==> src/rtl/imem_fetch_bridge_if.sv <==
// ---------------------------------------------------------------------------
// imem_fetch_bridge_if
// Bundles the icache refill handshake and the instruction_mem port seen by
// imem_fetch_bridge. The "slave" modport is the bridge side. The "master"
// modport is the icache plus the memory model that surrounds the bridge.
// ---------------------------------------------------------------------------
interface imem_fetch_bridge_if #(
    parameter int XLEN   = 32,
    parameter int ADDR_W = 10
);
    logic              req_valid;
    logic [XLEN-1:0]   req_addr;
    logic              req_ready;
    logic              abort;
    logic              resp_valid;
    logic [XLEN-1:0]   resp_data;
    logic              resp_err;
    logic [ADDR_W-1:0] imem_addr;
    logic [XLEN-1:0]   imem_rdata;
    logic              busy;

    modport slave (
        input  req_valid, req_addr, abort, imem_rdata,
        output req_ready, resp_valid, resp_data, resp_err, imem_addr, busy
    );

    modport master (
        output req_valid, req_addr, abort, imem_rdata,
        input  req_ready, resp_valid, resp_data, resp_err, imem_addr, busy
    );
endinterface

==> src/rtl/imem_fetch_bridge.sv <==
// ---------------------------------------------------------------------------
// imem_fetch_bridge
// Multi-cycle bridge between the icache refill port and instruction_mem.
// An accepted aligned request drives the word address to the memory and
// waits LATENCY edges before it captures the read data. The captured word is
// presented for exactly one cycle with resp_valid. A misaligned request gets
// an immediate error response that carries a NOP word, and the memory is not
// accessed. The abort input cancels an outstanding refill, so a control
// hazard never receives a stale instruction.
//
// Optional feature: define IMEM_BRIDGE_PREFETCH_EN to add a one-entry
// next-line prefetch buffer. When the macro is not defined, the bridge has
// no buffer and no PF_* states.
// ---------------------------------------------------------------------------
`ifndef XLEN
`define XLEN 32
`endif

module imem_fetch_bridge #(
    parameter int              XLEN     = `XLEN,
    parameter int              ADDR_W   = 10,
    parameter int              LATENCY  = 3,
    parameter logic [XLEN-1:0] NOP_WORD = XLEN'(32'h0000_0013)
) (
    input  logic                    clk,
    input  logic                    reset,   // asynchronous, active low
    imem_fetch_bridge_if.slave      bus
);

    typedef enum logic [2:0] {
        ST_IDLE    = 3'd0,
        ST_WAIT    = 3'd1,
        ST_RESP    = 3'd2
`ifdef IMEM_BRIDGE_PREFETCH_EN
        ,
        ST_PF_WAIT = 3'd3,
        ST_PF_RESP = 3'd4
`endif
    } state_t;

    // Counter preload. The capture happens at the edge where the counter is
    // zero, which is LATENCY edges after the accept edge.
    localparam logic [3:0] CNT_LOAD = 4'(LATENCY - 1);

    // Word address seen by instruction_mem. Upper byte-address bits are
    // dropped, so fetches wrap inside the array.
    function automatic logic [ADDR_W-1:0] word_addr_f(input logic [XLEN-1:0] byte_addr);
        word_addr_f = byte_addr[ADDR_W+1:2];
    endfunction

    function automatic logic is_aligned_f(input logic [XLEN-1:0] byte_addr);
        is_aligned_f = (byte_addr[1:0] == 2'b00);
    endfunction

    state_t            state_q;
    logic [3:0]        cnt_q;
    logic [ADDR_W-1:0] imem_addr_q;
    logic              resp_valid_q;
    logic [XLEN-1:0]   resp_data_q;
    logic              resp_err_q;

`ifdef IMEM_BRIDGE_PREFETCH_EN
    logic              pf_valid_q;
    logic [XLEN-1:0]   pf_addr_q;
    logic [XLEN-1:0]   pf_data_q;
    logic [XLEN-1:0]   last_addr_q;   // address of the demand word just served
    logic              merged_q;      // a demand request is riding on the prefetch
    logic [XLEN-1:0]   next_line_s;
`endif

    logic req_ready_s;
    logic accept_s;
    logic pf_hit_s;

    // Decode acceptance from the current state. Nothing is ready while the
    // bridge is held in reset.
    always_comb begin
        req_ready_s = 1'b0;
        pf_hit_s    = 1'b0;
        if (!reset) begin
            req_ready_s = 1'b0;
        end else if (state_q == ST_IDLE) begin
            req_ready_s = 1'b1;
        end
`ifdef IMEM_BRIDGE_PREFETCH_EN
        else if (state_q == ST_PF_WAIT) begin
            req_ready_s = !merged_q;
        end
`endif
        else begin
            req_ready_s = 1'b0;
        end
`ifdef IMEM_BRIDGE_PREFETCH_EN
        if (pf_valid_q && (bus.req_addr == pf_addr_q)) begin
            pf_hit_s = 1'b1;
        end else begin
            pf_hit_s = 1'b0;
        end
`else
        pf_hit_s = 1'b0;
`endif
    end

    // Abort takes priority over a new request.
    assign accept_s = bus.req_valid & req_ready_s & ~bus.abort;

`ifdef IMEM_BRIDGE_PREFETCH_EN
    assign next_line_s = last_addr_q + XLEN'(32'd4);
`endif

    // Bridge FSM with the counter, address, response and prefetch registers.
    always_ff @(posedge clk or negedge reset) begin
        if (!reset) begin
            state_q      <= ST_IDLE;
            cnt_q        <= 4'd0;
            imem_addr_q  <= '0;
            resp_valid_q <= 1'b0;
            resp_data_q  <= '0;
            resp_err_q   <= 1'b0;
`ifdef IMEM_BRIDGE_PREFETCH_EN
            pf_valid_q   <= 1'b0;
            pf_addr_q    <= '0;
            pf_data_q    <= '0;
            last_addr_q  <= '0;
            merged_q     <= 1'b0;
`endif
        end else begin
            resp_valid_q <= 1'b0;
            case (state_q)
                ST_IDLE: begin
                    if (accept_s) begin
                        if (!is_aligned_f(bus.req_addr)) begin
                            resp_data_q  <= NOP_WORD;
                            resp_err_q   <= 1'b1;
                            resp_valid_q <= 1'b1;
                            state_q      <= ST_RESP;
                        end else if (pf_hit_s) begin
`ifdef IMEM_BRIDGE_PREFETCH_EN
                            resp_data_q  <= pf_data_q;
                            resp_err_q   <= 1'b0;
                            resp_valid_q <= 1'b1;
                            pf_valid_q   <= 1'b0;
                            last_addr_q  <= bus.req_addr;
                            state_q      <= ST_PF_RESP;
`else
                            state_q      <= ST_IDLE;
`endif
                        end else begin
                            imem_addr_q  <= word_addr_f(bus.req_addr);
                            cnt_q        <= CNT_LOAD;
`ifdef IMEM_BRIDGE_PREFETCH_EN
                            last_addr_q  <= bus.req_addr;
`endif
                            state_q      <= ST_WAIT;
                        end
                    end else begin
                        state_q <= ST_IDLE;
                    end
                end

                ST_WAIT: begin
                    if (bus.abort) begin
                        // Cancelled refill: no capture and no response.
                        state_q <= ST_IDLE;
                    end else if (cnt_q == 4'd0) begin
                        resp_data_q  <= bus.imem_rdata;
                        resp_err_q   <= 1'b0;
                        resp_valid_q <= 1'b1;
                        state_q      <= ST_RESP;
                    end else begin
                        cnt_q <= cnt_q - 4'd1;
                    end
                end

                ST_RESP: begin
`ifdef IMEM_BRIDGE_PREFETCH_EN
                    // After a good demand fetch with the icache idle, start
                    // fetching the next sequential word.
                    if (!resp_err_q && !bus.req_valid && !bus.abort) begin
                        pf_addr_q   <= next_line_s;
                        pf_valid_q  <= 1'b0;
                        imem_addr_q <= word_addr_f(next_line_s);
                        cnt_q       <= CNT_LOAD;
                        merged_q    <= 1'b0;
                        state_q     <= ST_PF_WAIT;
                    end else begin
                        state_q <= ST_IDLE;
                    end
`else
                    state_q <= ST_IDLE;
`endif
                end

`ifdef IMEM_BRIDGE_PREFETCH_EN
                ST_PF_WAIT: begin
                    if (bus.abort) begin
                        merged_q <= 1'b0;
                        state_q  <= ST_IDLE;
                    end else if (accept_s && (bus.req_addr != pf_addr_q)) begin
                        // Demand for another line: drop the prefetch.
                        merged_q <= 1'b0;
                        if (!is_aligned_f(bus.req_addr)) begin
                            resp_data_q  <= NOP_WORD;
                            resp_err_q   <= 1'b1;
                            resp_valid_q <= 1'b1;
                            state_q      <= ST_RESP;
                        end else begin
                            imem_addr_q <= word_addr_f(bus.req_addr);
                            cnt_q       <= CNT_LOAD;
                            last_addr_q <= bus.req_addr;
                            state_q     <= ST_WAIT;
                        end
                    end else if (cnt_q == 4'd0) begin
                        pf_data_q <= bus.imem_rdata;
                        merged_q  <= 1'b0;
                        if (merged_q || accept_s) begin
                            resp_data_q  <= bus.imem_rdata;
                            resp_err_q   <= 1'b0;
                            resp_valid_q <= 1'b1;
                            pf_valid_q   <= 1'b0;
                            last_addr_q  <= pf_addr_q;
                            state_q      <= ST_PF_RESP;
                        end else begin
                            pf_valid_q <= 1'b1;
                            state_q    <= ST_IDLE;
                        end
                    end else begin
                        cnt_q <= cnt_q - 4'd1;
                        if (accept_s) begin
                            merged_q <= 1'b1;
                        end else begin
                            merged_q <= merged_q;
                        end
                    end
                end

                ST_PF_RESP: begin
                    if (!bus.req_valid && !bus.abort) begin
                        pf_addr_q   <= next_line_s;
                        pf_valid_q  <= 1'b0;
                        imem_addr_q <= word_addr_f(next_line_s);
                        cnt_q       <= CNT_LOAD;
                        merged_q    <= 1'b0;
                        state_q     <= ST_PF_WAIT;
                    end else begin
                        state_q <= ST_IDLE;
                    end
                end
`endif

                default: begin
                    state_q <= ST_IDLE;
                end
            endcase
`ifdef IMEM_BRIDGE_PREFETCH_EN
            // A control hazard makes any buffered next-line word useless.
            if (bus.abort) begin
                pf_valid_q <= 1'b0;
            end
`endif
        end
    end

    assign bus.req_ready  = req_ready_s;
    assign bus.resp_valid = resp_valid_q;
    assign bus.resp_data  = resp_data_q;
    assign bus.resp_err   = resp_err_q;
    assign bus.imem_addr  = imem_addr_q;
    assign bus.busy       = (state_q != ST_IDLE);

endmodule

==> src/flat_wrapper.sv <==
// flat-port wrapper written by rule: the top's interface ports become plain ports
module imem_fetch_bridge_flat 
#(
    parameter int              XLEN     = `XLEN,
    parameter int              ADDR_W   = 10,
    parameter int              LATENCY  = 3,
    parameter logic [XLEN-1:0] NOP_WORD = XLEN'(32'h0000_0013)
)
  (clk, reset, bus_req_valid, bus_req_addr, bus_abort, bus_imem_rdata, bus_req_ready, bus_resp_valid, bus_resp_data, bus_resp_err, bus_imem_addr, bus_busy);
  imem_fetch_bridge_if #(.XLEN(XLEN), .ADDR_W(ADDR_W)) bus_i ();
  input  logic clk;
  input  logic reset;
  input wire logic [$bits(bus_i.req_valid)-1:0] bus_req_valid;
  input wire logic [$bits(bus_i.req_addr)-1:0] bus_req_addr;
  input wire logic [$bits(bus_i.abort)-1:0] bus_abort;
  input wire logic [$bits(bus_i.imem_rdata)-1:0] bus_imem_rdata;
  output wire logic [$bits(bus_i.req_ready)-1:0] bus_req_ready;
  output wire logic [$bits(bus_i.resp_valid)-1:0] bus_resp_valid;
  output wire logic [$bits(bus_i.resp_data)-1:0] bus_resp_data;
  output wire logic [$bits(bus_i.resp_err)-1:0] bus_resp_err;
  output wire logic [$bits(bus_i.imem_addr)-1:0] bus_imem_addr;
  output wire logic [$bits(bus_i.busy)-1:0] bus_busy;
  assign bus_i.req_valid = bus_req_valid;
  assign bus_i.req_addr = bus_req_addr;
  assign bus_i.abort = bus_abort;
  assign bus_i.imem_rdata = bus_imem_rdata;
  assign bus_req_ready = bus_i.req_ready;
  assign bus_resp_valid = bus_i.resp_valid;
  assign bus_resp_data = bus_i.resp_data;
  assign bus_resp_err = bus_i.resp_err;
  assign bus_imem_addr = bus_i.imem_addr;
  assign bus_busy = bus_i.busy;
  imem_fetch_bridge #(.XLEN(XLEN), .ADDR_W(ADDR_W), .LATENCY(LATENCY), .NOP_WORD(NOP_WORD)) u_core (.clk(clk), .reset(reset), .bus(bus_i));
endmodule
==> config.mk <==
export PLATFORM = sky130hd
export DESIGN_NAME = imem_fetch_bridge_flat
export DESIGN_NICKNAME = d
export VERILOG_FILES = /design/src/rtl/imem_fetch_bridge_if.sv /design/src/rtl/imem_fetch_bridge.sv /design/src/flat_wrapper.sv
export SDC_FILE = /design/constraint.sdc
export NUM_CORES = 1
export LEC_CHECK = 0
export CELL_PAD_IN_SITES_DETAIL_PLACEMENT = 2
export CELL_PAD_IN_SITES_GLOBAL_PLACEMENT = 2
export CORE_UTILIZATION = 20
export CTS_CLUSTER_DIAMETER = 60
export CTS_CLUSTER_SIZE = 10
export DETAILED_ROUTE_END_ITERATION = 10
export PLACE_DENSITY = 0.74
export SYNTH_ARGS = -nofsm -noshare
export SYNTH_HDL_FRONTEND = slang
export SYNTH_SLANG_ARGS = --single-unit
==> constraint.sdc <==
create_clock -name clk -period 1.62 [get_ports clk]
set_input_delay 0.405 -clock clk [delete_from_list [all_inputs] [get_ports clk]]
set_output_delay 0.405 -clock clk [all_outputs]
set_load 0.03 [all_outputs]
**Yosys cells after proc, flatten, opt, wreduce, memory -nomap -nowiden**

Cells that the tools add are included.

- Add/subtract/negate cells: 1
- Equality and inequality tests: 8
- Muxes and demuxes: 27
- Bitwise operators: 3
- Reductions and logical operators: 8

Operator list:

| kind | count |
|---|---|
| $mux W32 | 4 |
| $pmux W32 S2 | 1 |
| $mux W4 | 4 |
| $mux W1 | 10 |
| $reduce_and A5 Y1 | 2 |
| $ne A2 B2 Y1 const B | 4 |
| $pmux W4 S2 | 1 |
| $mux W3 | 2 |
| $pmux W3 S2 | 1 |
| $logic_not A4 Y1 | 1 |
| $mux W2 | 2 |
| $ne A2 B1 Y1 const B | 2 |
| $pmux W1 S2 | 2 |
| $sub A4 B1 Y4 const B | 1 |
| $eq A3 B1 Y1 const B | 1 |
| $logic_not A3 Y1 | 1 |
| $ne A3 B2 Y1 const B | 1 |
| $reduce_and A3 Y1 | 1 |
| $reduce_bool A3 Y1 | 1 |
| $and A1 B1 Y1 | 2 |
| $logic_not A2 Y1 | 1 |
| $reduce_bool A2 Y1 | 1 |
| $not A1 Y1 | 1 |

- Register bits: 51
- Output and inout bits: 46
- Logic and storage cells: 53

**Longest topological paths before layout**

Gate-level depths: netlist (run 1).

- Word-level depth: 7
- Gate-level depth with buffers: 7
- Mapped depth without buffers: 7

**Worst setup path before layout (run 1)**

OpenSTA, ideal clock, no wires.

- Path type: reg-to-reg
- Start: register u_core.state_q[1]
- End: register u_core.imem_addr_q[3] (netlist: u_core.bus.imem_addr[3])
- Data arrival time: 1.497 ns
- Required time: 1.495 ns
- Path slack: -0.003 ns
- Stages on the path, launching flop included: 5
- Buffers on the path: 1
- Period minus slack after synthesis: 1.623 ns
- Cells stage by stage: dfrtp_1 nor3b_4 nand3_2 buf_6 mux2_4

- Longest elaborated chain between the ends: 6

Ends and longest elaborated chain:

| what | RTL line | RTL |
|---|---|---|
| start, declared | imem_fetch_bridge.sv:55 | `state_t state_q;` |
| start signal, assigned | imem_fetch_bridge.sv:114 | `state_q <= ST_IDLE;` |
| start signal, assigned | imem_fetch_bridge.sv:136 | `state_q <= ST_RESP;` |
| start signal, assigned | imem_fetch_bridge.sv:146 | `state_q <= ST_IDLE;` |
| $logic_not A3 Y1 | imem_fetch_bridge.sv:82 | `end else if (state_q == ST_IDLE) begin` |
| $mux W1 | imem_fetch_bridge.sv:82 |  |
| $mux W1 | imem_fetch_bridge.sv:80 | `if (!reset) begin` |
| net bus_req_ready | flat_wrapper.sv:17 | `output wire logic [$bits(bus_i.req_ready)-1:0] bus_req_ready;` |
| $and A1 B1 Y1 (2 in series) | imem_fetch_bridge.sv:105 | `assign accept_s = bus.req_valid & req_ready_s & ~bus.abort;` |
| $reduce_and A3 Y1 (no line) | -- |  |
| end signal, assigned | imem_fetch_bridge.sv:149 | `imem_addr_q <= word_addr_f(bus.req_addr);` |
| end, declared | imem_fetch_bridge.sv:57 | `logic [ADDR_W-1:0] imem_addr_q;` |

The timed path passes the listed nets, and every way through them passes these cells.
A chain may end at the register's enable or synchronous reset.

**Final worst setup path (run 1)**

- Start: register u_core.state_q[1]
- End: register u_core.imem_addr_q[2] (netlist: u_core.bus.imem_addr[2])

- Longest elaborated chain between the ends: 6

Ends and longest elaborated chain:

| what | RTL line |
|---|---|
| $logic_not A3 Y1 * | imem_fetch_bridge.sv:82, imem_fetch_bridge.sv:129 |
| $mux W1 | imem_fetch_bridge.sv:82 |
| $mux W1 | imem_fetch_bridge.sv:80 |
| $and A1 B1 Y1 (2 in series) | imem_fetch_bridge.sv:105 |
| $reduce_and A3 Y1 (no line) * | -- |

Mark *: on every way between the ends. The rest lies on a longest branch, timed or not.

==> impl_metrics.py, run 1 <==
metrics = {
    "sta": {
        "fmax_ghz": 0.624,
        "fin_crit_ps": 1600,
        "fin_hold_ws_ps": 239,
        "fin_crit_sh_pct": 98.9,
        "finalMaxSlewViolations": 0,
        "relSlewSlack_pct": 55.2,
        "hold_violations": 0,
        "setup-tns-final_ps": 0,
        "rsz0062_at_grt": "true",
        "clock_skew_ps": 4.13,
        "setup_violations": 0,
        "worst_slew_pin_slew_ps": 672,
    },
    "setup_path": {
        "critPathLaunchType": "register",
        "r2r-start": "u_core.state_q[1]",
        "crit_type": "reg -> reg",
        "reg2regPathDepth": 6,
        "crit_fanout": 10,
        "r2r_setup_slack_ps": 20,
        "endpoint_kind": "register",
        "required_ps": 1820,
        "rr_endpoint": "u_core.bus.imem_addr[2]",
        "arrival_ps": 1800,
    },
    "run": {
        "drv_cap": 0,
    },
    "clock_tree": {
        "hold_buffers": 0,
        "clock_sinks": 50,
        "cts_buffer_depth": 2,
        "path_clk_slew_ps": 90,
        "cts_buffers": 5,
        "clock_latency_ps": 300,
        "cts_tree": "done",
        "htreeDepth": 2,
        "clockRootBuffer": "clkbuf_8",
    },
    "synthesis": {
        "ys_warn_count": 0,
        "synth.yosys.seq_area_share_pct": 58.4,
        "synth_nets": 266,
        "synth.distinct_cells": 34,
        "syn_area_mm2": 0.00214,
        "synth-seq-cells": 50,
        "syn_avg_cell_area_um2": 10.9,
        "synth_cells": 197,
    },
    "global_routing": {
        "grt_max_degree": 51,
        "grt_util_all_layers_pct": 12.7,
        "antenna_found_initial": 0,
        "grt_pass1_vias": 2182,
        "grt_pass1_wl_mm": 11.0,
        "grt_overflow": 0,
    },
    "power_and_ir_drop": {
        "powerDensity_mw_per_mm2": 924,
        "leakagePower_uw": 0.00169,
        "peakVddDrop_mv": 0.502,
        "p_total_uw": 3280,
    },
    "routing": {
        "wirelength_mm": 6.89,
        "routedWlPerCell_um": 15.6,
        "drt_first_iter_violations": 24,
        "viasPerCell": 4.36,
        "via_count": 1929,
        "drtPass1Iterations": 4,
        "drcViolationCount": 0,
        "antenna_left": 0,
    },
    "floorplan": {
        "die_y_um": 105,
        "die_area_mm2": 0.0111,
        "core_area_mm2": 0.0104,
        "die_width_um": 105,
        "start_util_pct": 20.6,
        "ios": 114,
        "fp-row-count": 37,
    },
    "place": {
        "gp_congestion": 0.677,
        "dpl.hpwl_mm": 4.67,
        "placedInstanceArea_mm2": 0.00330,
        "port_buffers": 93,
    },
    "status": {
        "outcome": "complete, no violations",
    },
    "layout": {
        "syn2layout_area_growth_pct": 65.7,
        "num_antenna_cells": 0,
        "fin_util_pct": 34.2,
        "nNetsFinal": 375,
        "final_area_mm2": 0.00355,
        "layout-drive-gt1-share_pct": 27.1,
    },
    "hold_path": {
        "hp-class": "in -> async",
    },
}
-- flip-flops by register name, indices dropped and copies added, names as in the netlist --
signal / cells
u_core.bus.resp_err: 1
u_core.cnt_q: 4
u_core.bus.resp_data: 32
u_core.bus.imem_addr: 10
u_core.state_q: 2
u_core.bus.resp_valid: 1
-- power breakdown --
group / internal [uW] / switching (uW)
Sequential: 1390 / 110
Combinational: 507 / 538
Clock: 292 / 436
-- logic make-up (layout without fill, tap and decap cells) --
family / after synthesis / count (layout) / synth area share, %
fa+ha+maj: 1 / 1 / 0.584
mux: 10 / 10 / 6.31
flops: 50 / 50 / 58.4
compound gates: 39 / 39 / 10.5
simple gates: 78 / 78 / 19.2
buf+inv: 19 / 128 / 4.97
-- worst max path at each step --
stage	cells after the start	endpoint	startpoint
4_1_cts	2	bus_req_ready	u_core.state_q[0]
3_5_place_dp	6	u_core.bus.resp_data[7]	bus_req_valid
2_1_floorplan	4	u_core.bus.imem_addr[3]	u_core.state_q[1]
3_3_place_gp	6	u_core.bus.resp_data[19]	bus_req_valid
5_1_grt	6	u_core.bus.resp_data[27]	u_core.state_q[1]
6_report	6	u_core.bus.imem_addr[2]	u_core.state_q[1]
-- layout by cell type (no fill, tap or decap), drive strengths merged --
cell and count:
nor2b 3, nand3b 2, nand3 32, o22a 3, or2 1, and2 1
nor3b 2, inv 5, o21ai 31, nor2 1, dlygate4sd2 44, and2b 1
or4 1, ha 1, a21boi 1, a21oi 1, nor3 1, o31ai 1
clkbuf 7, clkinv 2, mux2 10, nand2b 1, nand2 31, clkdlybuf4s50 46
dfrtp 50, buf 24, or3 1, a31o 1, a2bb2oi 1
-- critical path, cell delays in order, from the launching register on --
cell     delay, ps
dfrtp_2        450
nor3b_4        240
buf_4          150
buf_4          100
nand3_2         90
buf_12         170
mux2_1         300
-- Yosys cell counts --
cell	count	share of area, %
a21boi_1	1	0.35
a21oi_1	1	0.23
a2bb2oi_2	1	0.70
a31o_1	1	0.41
and2_4	1	0.41
and2b_1	1	0.35
buf_2	4	0.94
buf_6	4	2.1
clkbuf_1	6	1.1
dfrtp_1	50	58
ha_1	1	0.58
inv_1	3	0.53
inv_2	2	0.35
mux2_1	2	1.1
mux2_2	2	1.1
mux2_4	6	4.2
nand2_1	31	5.4
nand2b_1	1	0.29
nand3_1	31	7.2
nand3_2	1	0.47
nand3b_1	1	0.35
nand3b_4	1	0.94
nor2_1	1	0.18
nor2b_1	3	0.88
nor3_1	1	0.23
nor3b_2	1	0.58
nor3b_4	1	0.88
o21ai_0	1	0.23
o21ai_1	30	7.0
o22a_1	3	1.2
o31ai_1	1	0.35
or2_2	1	0.29
or3_1	1	0.29
or4_1	1	0.35
-- cell type report --
class	count	area [um^2]
Multi-Input combinational cell	128	913
Fill cell	1128	6820
Clock buffer	5	68.8
Inverter	5	18.8
Sequential cell	50	1250
Tap cell	136	170
Clock inverter	2	10.0
Timing Repair Buffer	116	1110
-- repair_timing --
action | CTS | global route
cloned | 0 | 2
buffers inserted | 2 | 2
pin swaps | 1 | 31
resized for setup | 51 | 33
endpoints found under the setup margin | 81 | 37
-- layer usage --
metal / share of wire, % / track usage (%) / wire length [um]
met4: 0.99 / 3.62 / 68
met5: 0 / 0 / 0
met1: 42 / 14.8 / 2870
met2: 51 / 22.8 / 3530
met3: 6.1 / 3.34 / 422
-- through the flow --
stage	setup WS, ps	instances
floorplan	-2.50	197
global placement	-344	429
detailed placement	-388	429
CTS	-4.13	438
global route	-82.9	442
finish	17.1	442
Note: power is estimated with default switching activity, not from simulation.
==> run 2: changes to the inputs <==
- CAP_MARGIN: default -> 10
- PLACE_DENSITY: 0.74 -> 0.76
- SETUP_SLACK_MARGIN: default -> 0.1
==> run 2 against run 1 <==
- highest routed layer unchanged
- final area increased by 7.7%
- hold slack improved by 82 ps
- largest power group unchanged
- clock power about the same
- non-clock buffer count up 5
- setup slack lost 17 ps
==> impl_metrics.py, run 2 (synthesis gave the netlist of run 1 again) <==
metrics = {
    "clock_tree": {
        "path_clk_slew_ps": 90,
        "htreeDepth": 2,
        "cts_buffer_depth": 2,
        "clock_sinks": 50,
        "clock_latency_ps": 300,
        "cts_tree": "done",
        "clockRootBuffer": "clkbuf_8",
        "cts_buffers": 5,
    },
    "global_routing": {
        "grt_util_all_layers_pct": 12.8,
        "grt_pass1_vias": 2177,
        "grt_max_degree": 51,
        "grt_pass1_wl_mm": 11.1,
        "antenna_found_initial": 0,
        "grt_overflow": 0,
    },
    "setup_path": {
        "rr_endpoint": "u_core.bus.resp_data[0]",
        "critPathLaunchType": "primary input",
        "reg2regPathDepth": 7,
        "crit_fanout": 7,
        "endpoint_kind": "register",
        "r2r-start": "u_core.cnt_q[0]",
        "r2r_setup_slack_ps": 50,
        "crit_type": "in -> reg",
        "arrival_ps": 1850,
        "required_ps": 1850,
    },
    "layout": {
        "n_fill_cell": 1142,
        "final_cell_mix": "dfrtp_1, clkdlybuf4s50_1, dlygate4sd2_1",
        "largest_reg_flops": 32,
        "mostFrequentLayoutCell": "dfrtp_1",
        "syn2layout_area_growth_pct": 78.4,
        "layout-drive-gt1-share_pct": 33.9,
        "nNetsFinal": 380,
        "num_antenna_cells": 0,
        "final_area_mm2": 0.00382,
    },
    "place": {
        "placedInstanceArea_mm2": 0.00331,
        "gp_congestion": 0.689,
        "dpl.hpwl_mm": 4.68,
        "port_buffers": 93,
    },
    "floorplan": {
        "die_y_um": 105,
        "fp-row-count": 37,
        "die_area_mm2": 0.0111,
        "core_area_mm2": 0.0104,
        "die_width_um": 105,
        "start_util_pct": 20.6,
        "ios": 114,
    },
    "hold_path": {
        "hp-class": "in -> async",
    },
    "routing": {
        "wirelength_mm": 7.50,
        "drtPass1Iterations": 3,
        "drcViolationCount": 0,
        "via_count": 1931,
        "drt_first_iter_violations": 28,
        "antenna_left": 0,
        "viasPerCell": 4.33,
        "routedWlPerCell_um": 16.8,
    },
    "sta": {
        "rsz0062_at_grt": "true",
        "fmax_ghz": 0.617,
        "hold_violations": 0,
        "setup_violations": 0,
        "finalMaxSlewViolations": 0,
        "relSlewSlack_pct": 55.4,
        "fin_hold_ws_ps": 321,
        "worst_slew_pin_slew_ps": 669,
        "fin_crit_ps": 1620,
        "fin_crit_sh_pct": 100,
        "clock_skew_ps": 7.35,
    },
    "run": {
        "drv_cap": 0,
    },
    "status": {
        "outcome": "complete, no violations",
    },
    "power_and_ir_drop": {
        "powerDensity_mw_per_mm2": 887,
        "leakagePower_uw": 0.00179,
        "peakVddDrop_mv": 0.454,
    },
}
run 2: critical path, cell delays in order:
cell and delay (ps):
clkdlybuf4s50_1 460, nor2b_2 230, nand3b_1 190, and2_4 270, clkbuf_16 190, o21ai_2 110
run 2: cell type report:
type | instances | area, um^2 | share of cell area [%]
Timing Repair Buffer | 121 | 1270 | 33.3
Sequential cell | 50 | 1250 | 32.8
Multi-Input combinational cell | 128 | 1020 | 26.6
Tap cell | 136 | 170 | 4.46
Clock buffer | 6 | 82.6 | 2.16
Inverter | 5 | 23.8 | 0.623
run 2: worst max-delay path by stage:
stage | cells past startpoint | slack, ps | startpoint | endpoint
final | 6 | 0.2 | bus_req_valid | u_core.bus.resp_data[16]
after global routing | 6 | -80 | bus_req_valid | u_core.bus.resp_data[10]
after CTS | 2 | 0.6 | u_core.state_q[1] | bus_busy
after detailed placement | 6 | -280 | bus_abort | u_core.bus.resp_data[31]
after global placement | 6 | -190 | bus_abort | u_core.bus.resp_data[19]
after floorplan | 4 | -2 | u_core.state_q[1] | u_core.bus.imem_addr[3]
run 2: through the flow:
stage | util (%) | power [uW] | setup WS, ps | TNS, ps | instances
after global routing | 36.8 | 3570 | -83.8 | -1730 | 446
after detailed placement | 31.9 | 2550 | -278 | -11140 | 426
after floorplan | - | 2040 | -2.21 | -13.3 | 197
after global placement | 31.9 | 2510 | -190 | -7900 | 426
after CTS | 34.0 | 3320 | 0.571 | 0 | 438
final | 36.8 | 3390 | 0.161 | 0 | 446
run 2: power by group:
part	internal, uW	switching [uW]	total, uW
clock	331	400	731
sequential	1400	112	1510
combinational	587	564	1150
total	2310	1080	3390
run 2: repair_timing:
item / CTS / global route
pin swaps: 15 / 25
buffers inserted: 5 / 3
resized for setup: 76 / 50
cloned: 1 / 5
hold buffers: 0 / 0
endpoints found under the setup margin: 87 / 53
run 2: layer usage:
layer / track usage, % / part of all wire, % / up-vias
li1: - / - / 904
met1: 15.3 / 42 / 954
met2: 22.4 / 51 / 66
met3: 3.71 / 6.1 / 7
met4: 3.02 / 0.63 / 0
met5: 0 / 0 / -
==> run 3: changes to the inputs <==
- PLACE_DENSITY: 0.76 -> default
- PLACE_DENSITY_LB_ADDON: default -> 0.05
==> run 3 against run 2 <==
- die area is the same
- count of clock-buffer cells in the layout rose by 1
- wire length is 3.4% lower
- the run now ends with setup timing left
- utilization is 1.4 points lower
- cell count is 0.45% lower
- clock power rose by 23%
- critical path depth did not move
- critical endpoint is now u_core.cnt_q[3]
- hold slack worse by 44 ps
- total power grew 2.5%
- largest power group unchanged
- non-clock buffer count is 4 lower
- final area down 3.9%
- maximum frequency fell by 0.13%
==> impl_metrics.py, run 3 (synthesis gave the netlist of run 1 again) <==
metrics = {
    "setup_path": {
        "cp_top_family": "simple AND/OR/NAND/NOR gates",
        "path_buf_inv": 2,
        "arrival_ps": 1820,
        "slowest_stage": "or3_4",
        "cp_cell_sequence": "inv_1 -> ha_2 -> nor3b_4 -> buf_4 -> or3_4 -> a31o_1",
        "required_ps": 1820,
        "critPathLaunchType": "register",
        "crit_path_max_incr_delay_ps": 390,
        "crit_type": "reg -> reg",
        "endpoint_kind": "register",
        "crit_fanout": 6,
    },
    "layout": {
        "nNetsFinal": 376,
        "num_antenna_cells": 0,
        "final_cell_mix": "dfrtp_1, clkdlybuf4s50_1, nand2_1",
        "largest_reg_flops": 32,
        "syn2layout_area_growth_pct": 71.4,
        "mostFrequentLayoutCell": "dfrtp_1",
        "n_fill_cell": 1130,
        "layout-drive-gt1-share_pct": 28.6,
    },
    "sta": {
        "clock_skew_ps": 7.33,
        "worst_slew_pin_slew_ps": 688,
        "fin_crit_ps": 1620,
        "relSlewSlack_pct": 54.1,
        "finalMaxSlewViolations": 0,
        "setup_violations": 1,
        "hold_violations": 0,
        "setup_slack_ps": -2.02,
        "fmax_ghz": 0.617,
        "fin_hold_ws_ps": 277,
        "fin_crit_sh_pct": 100,
        "rsz0062_at_grt": "true",
    },
    "routing": {
        "drt_first_iter_violations": 58,
        "viasPerCell": 4.31,
        "drtPass1Iterations": 3,
        "drcViolationCount": 0,
        "via_count": 1915,
        "routedWlPerCell_um": 16.3,
        "wirelength_mm": 7.24,
        "antenna_left": 0,
    },
    "floorplan": {
        "core_area_mm2": 0.0104,
        "ios": 114,
        "die_width_um": 105,
        "start_util_pct": 20.6,
        "die_y_um": 105,
        "fp-row-count": 37,
        "die_area_mm2": 0.0111,
    },
    "global_routing": {
        "grt_max_degree": 51,
        "grt_pass1_wl_mm": 11.5,
        "grt_pass1_vias": 2150,
        "grt_util_all_layers_pct": 13.2,
        "grt_overflow": 0,
        "antenna_found_initial": 0,
    },
    "place": {
        "gp_congestion": 0.656,
        "post-place-ws_ps": -259,
        "dpl.hpwl_mm": 4.97,
        "port_buffers": 93,
    },
    "clock_tree": {
        "cts_buffer_depth": 2,
        "path_clk_slew_ps": 100,
        "cts_tree": "done",
        "clockRootBuffer": "clkbuf_8",
        "clock_sinks": 50,
        "cts_buffers": 5,
        "hold_buffers": 0,
        "clock_latency_ps": 300,
        "htreeDepth": 2,
    },
    "run": {
        "drv_cap": 0,
    },
    "hold_path": {
        "hp-class": "in -> async",
    },
    "power_and_ir_drop": {
        "powerDensity_mw_per_mm2": 946,
        "leakagePower_uw": 0.00167,
        "peakVddDrop_mv": 0.442,
    },
    "status": {
        "outcome": "complete, but fails checks",
        "failed_checks": "setup timing",
    },
}
## run 3: changes by cell type in the layout (fill, tap and decap cells not counted), sizes merged
| cell | previous run | this run |
|---|---|---|
| clkinv | 1 | 0 |
| buf | 26 | 25 |
| inv | 4 | 5 |
| dlygate4sd2 | 32 | 20 |
| clkdlybuf4s15 | 12 | 23 |
| clkbuf | 12 | 11 |
| dlymetal6s2s | 2 | 0 |
| clkdlybuf4s50 | 43 | 45 |
| bufinv | 0 | 1 |
## run 3: metal layers
layer	GRT usage [%]	up-vias	share of wire, %
met5	0	-	0
met4	3.32	0	0.76
met3	2.47	4	3.5
met2	23.8	43	52
met1	16.1	975	44
li1	-	893	-
## run 3: through the flow
stage	setup TNS (ps)	utilization [%]	std cells	cell area (um^2)	power [uW]
after floorplan	-13.3	-	197	2160	2040
after global placement	-9920	32.1	429	3330	2540
after detailed placement	-10660	32.1	429	3330	2570
after CTS	0	33.4	440	3460	3430
after global routing	-1770	35.4	444	3670	3660
final	-2.02	35.4	444	3670	3470
## run 3: what timing repair did
action                                  in CTS  in global routing
gates cloned                                 0                  2
gates resized for setup                     61                 58
pin swaps                                   13                 21
buffers inserted                             3                  2
endpoints found under the setup margin      91                 76
## run 3: layout make-up
class                   count  area (um^2)  area share [%]
repair buffers            117         1180            32.2
multi-input cells         128          941            25.6
flip-flops and latches     50         1250            34.1
well taps                 136          170            4.64
inverters                   5         18.8           0.511
clock inverters             1         30.0           0.818
clock buffers               7         76.3            2.08
## run 3: where the power goes
| part | internal [uW] | total (uW) | switching (uW) | leakage [uW] |
|---|---|---|---|---|
| Combinational | 535 | 1080 | 544 | 0.000971 |
| Clock | 464 | 902 | 439 | 0.0000524 |
| Sequential | 1390 | 1490 | 96.8 | 0.000651 |
## run 3: worst reg2reg max path, delay by kind of cell (launching register included)
kind	cells	cell delay, ps
buffers and inverters	2	190
AO/OA/AOI/OAI	1	230
flip-flops	1	350
AND/OR/NAND/NOR	2	550
adder cells (fa/ha/maj)	1	190
## run 3: final timing paths
| path | startpoint | end | slack [ps] | depth (start not counted) |
|---|---|---|---|---|
| worst max-delay path | u_core.cnt_q[0] | u_core.cnt_q[3] | -2 | 6 |
| max in group asynchronous | reset | u_core.state_q[1] | 860 | 2 |
| min in group clk | u_core.bus.resp_data[0] | u_core.bus.resp_data[0] | 500 | 1 |
| worst min register to register | u_core.bus.resp_data[0] | u_core.bus.resp_data[0] | 500 | 1 |
| worst max register to register | u_core.cnt_q[0] | u_core.cnt_q[3] | -2 | 6 |
| worst min-delay path | reset | u_core.bus.resp_data[31] | 280 | 2 |
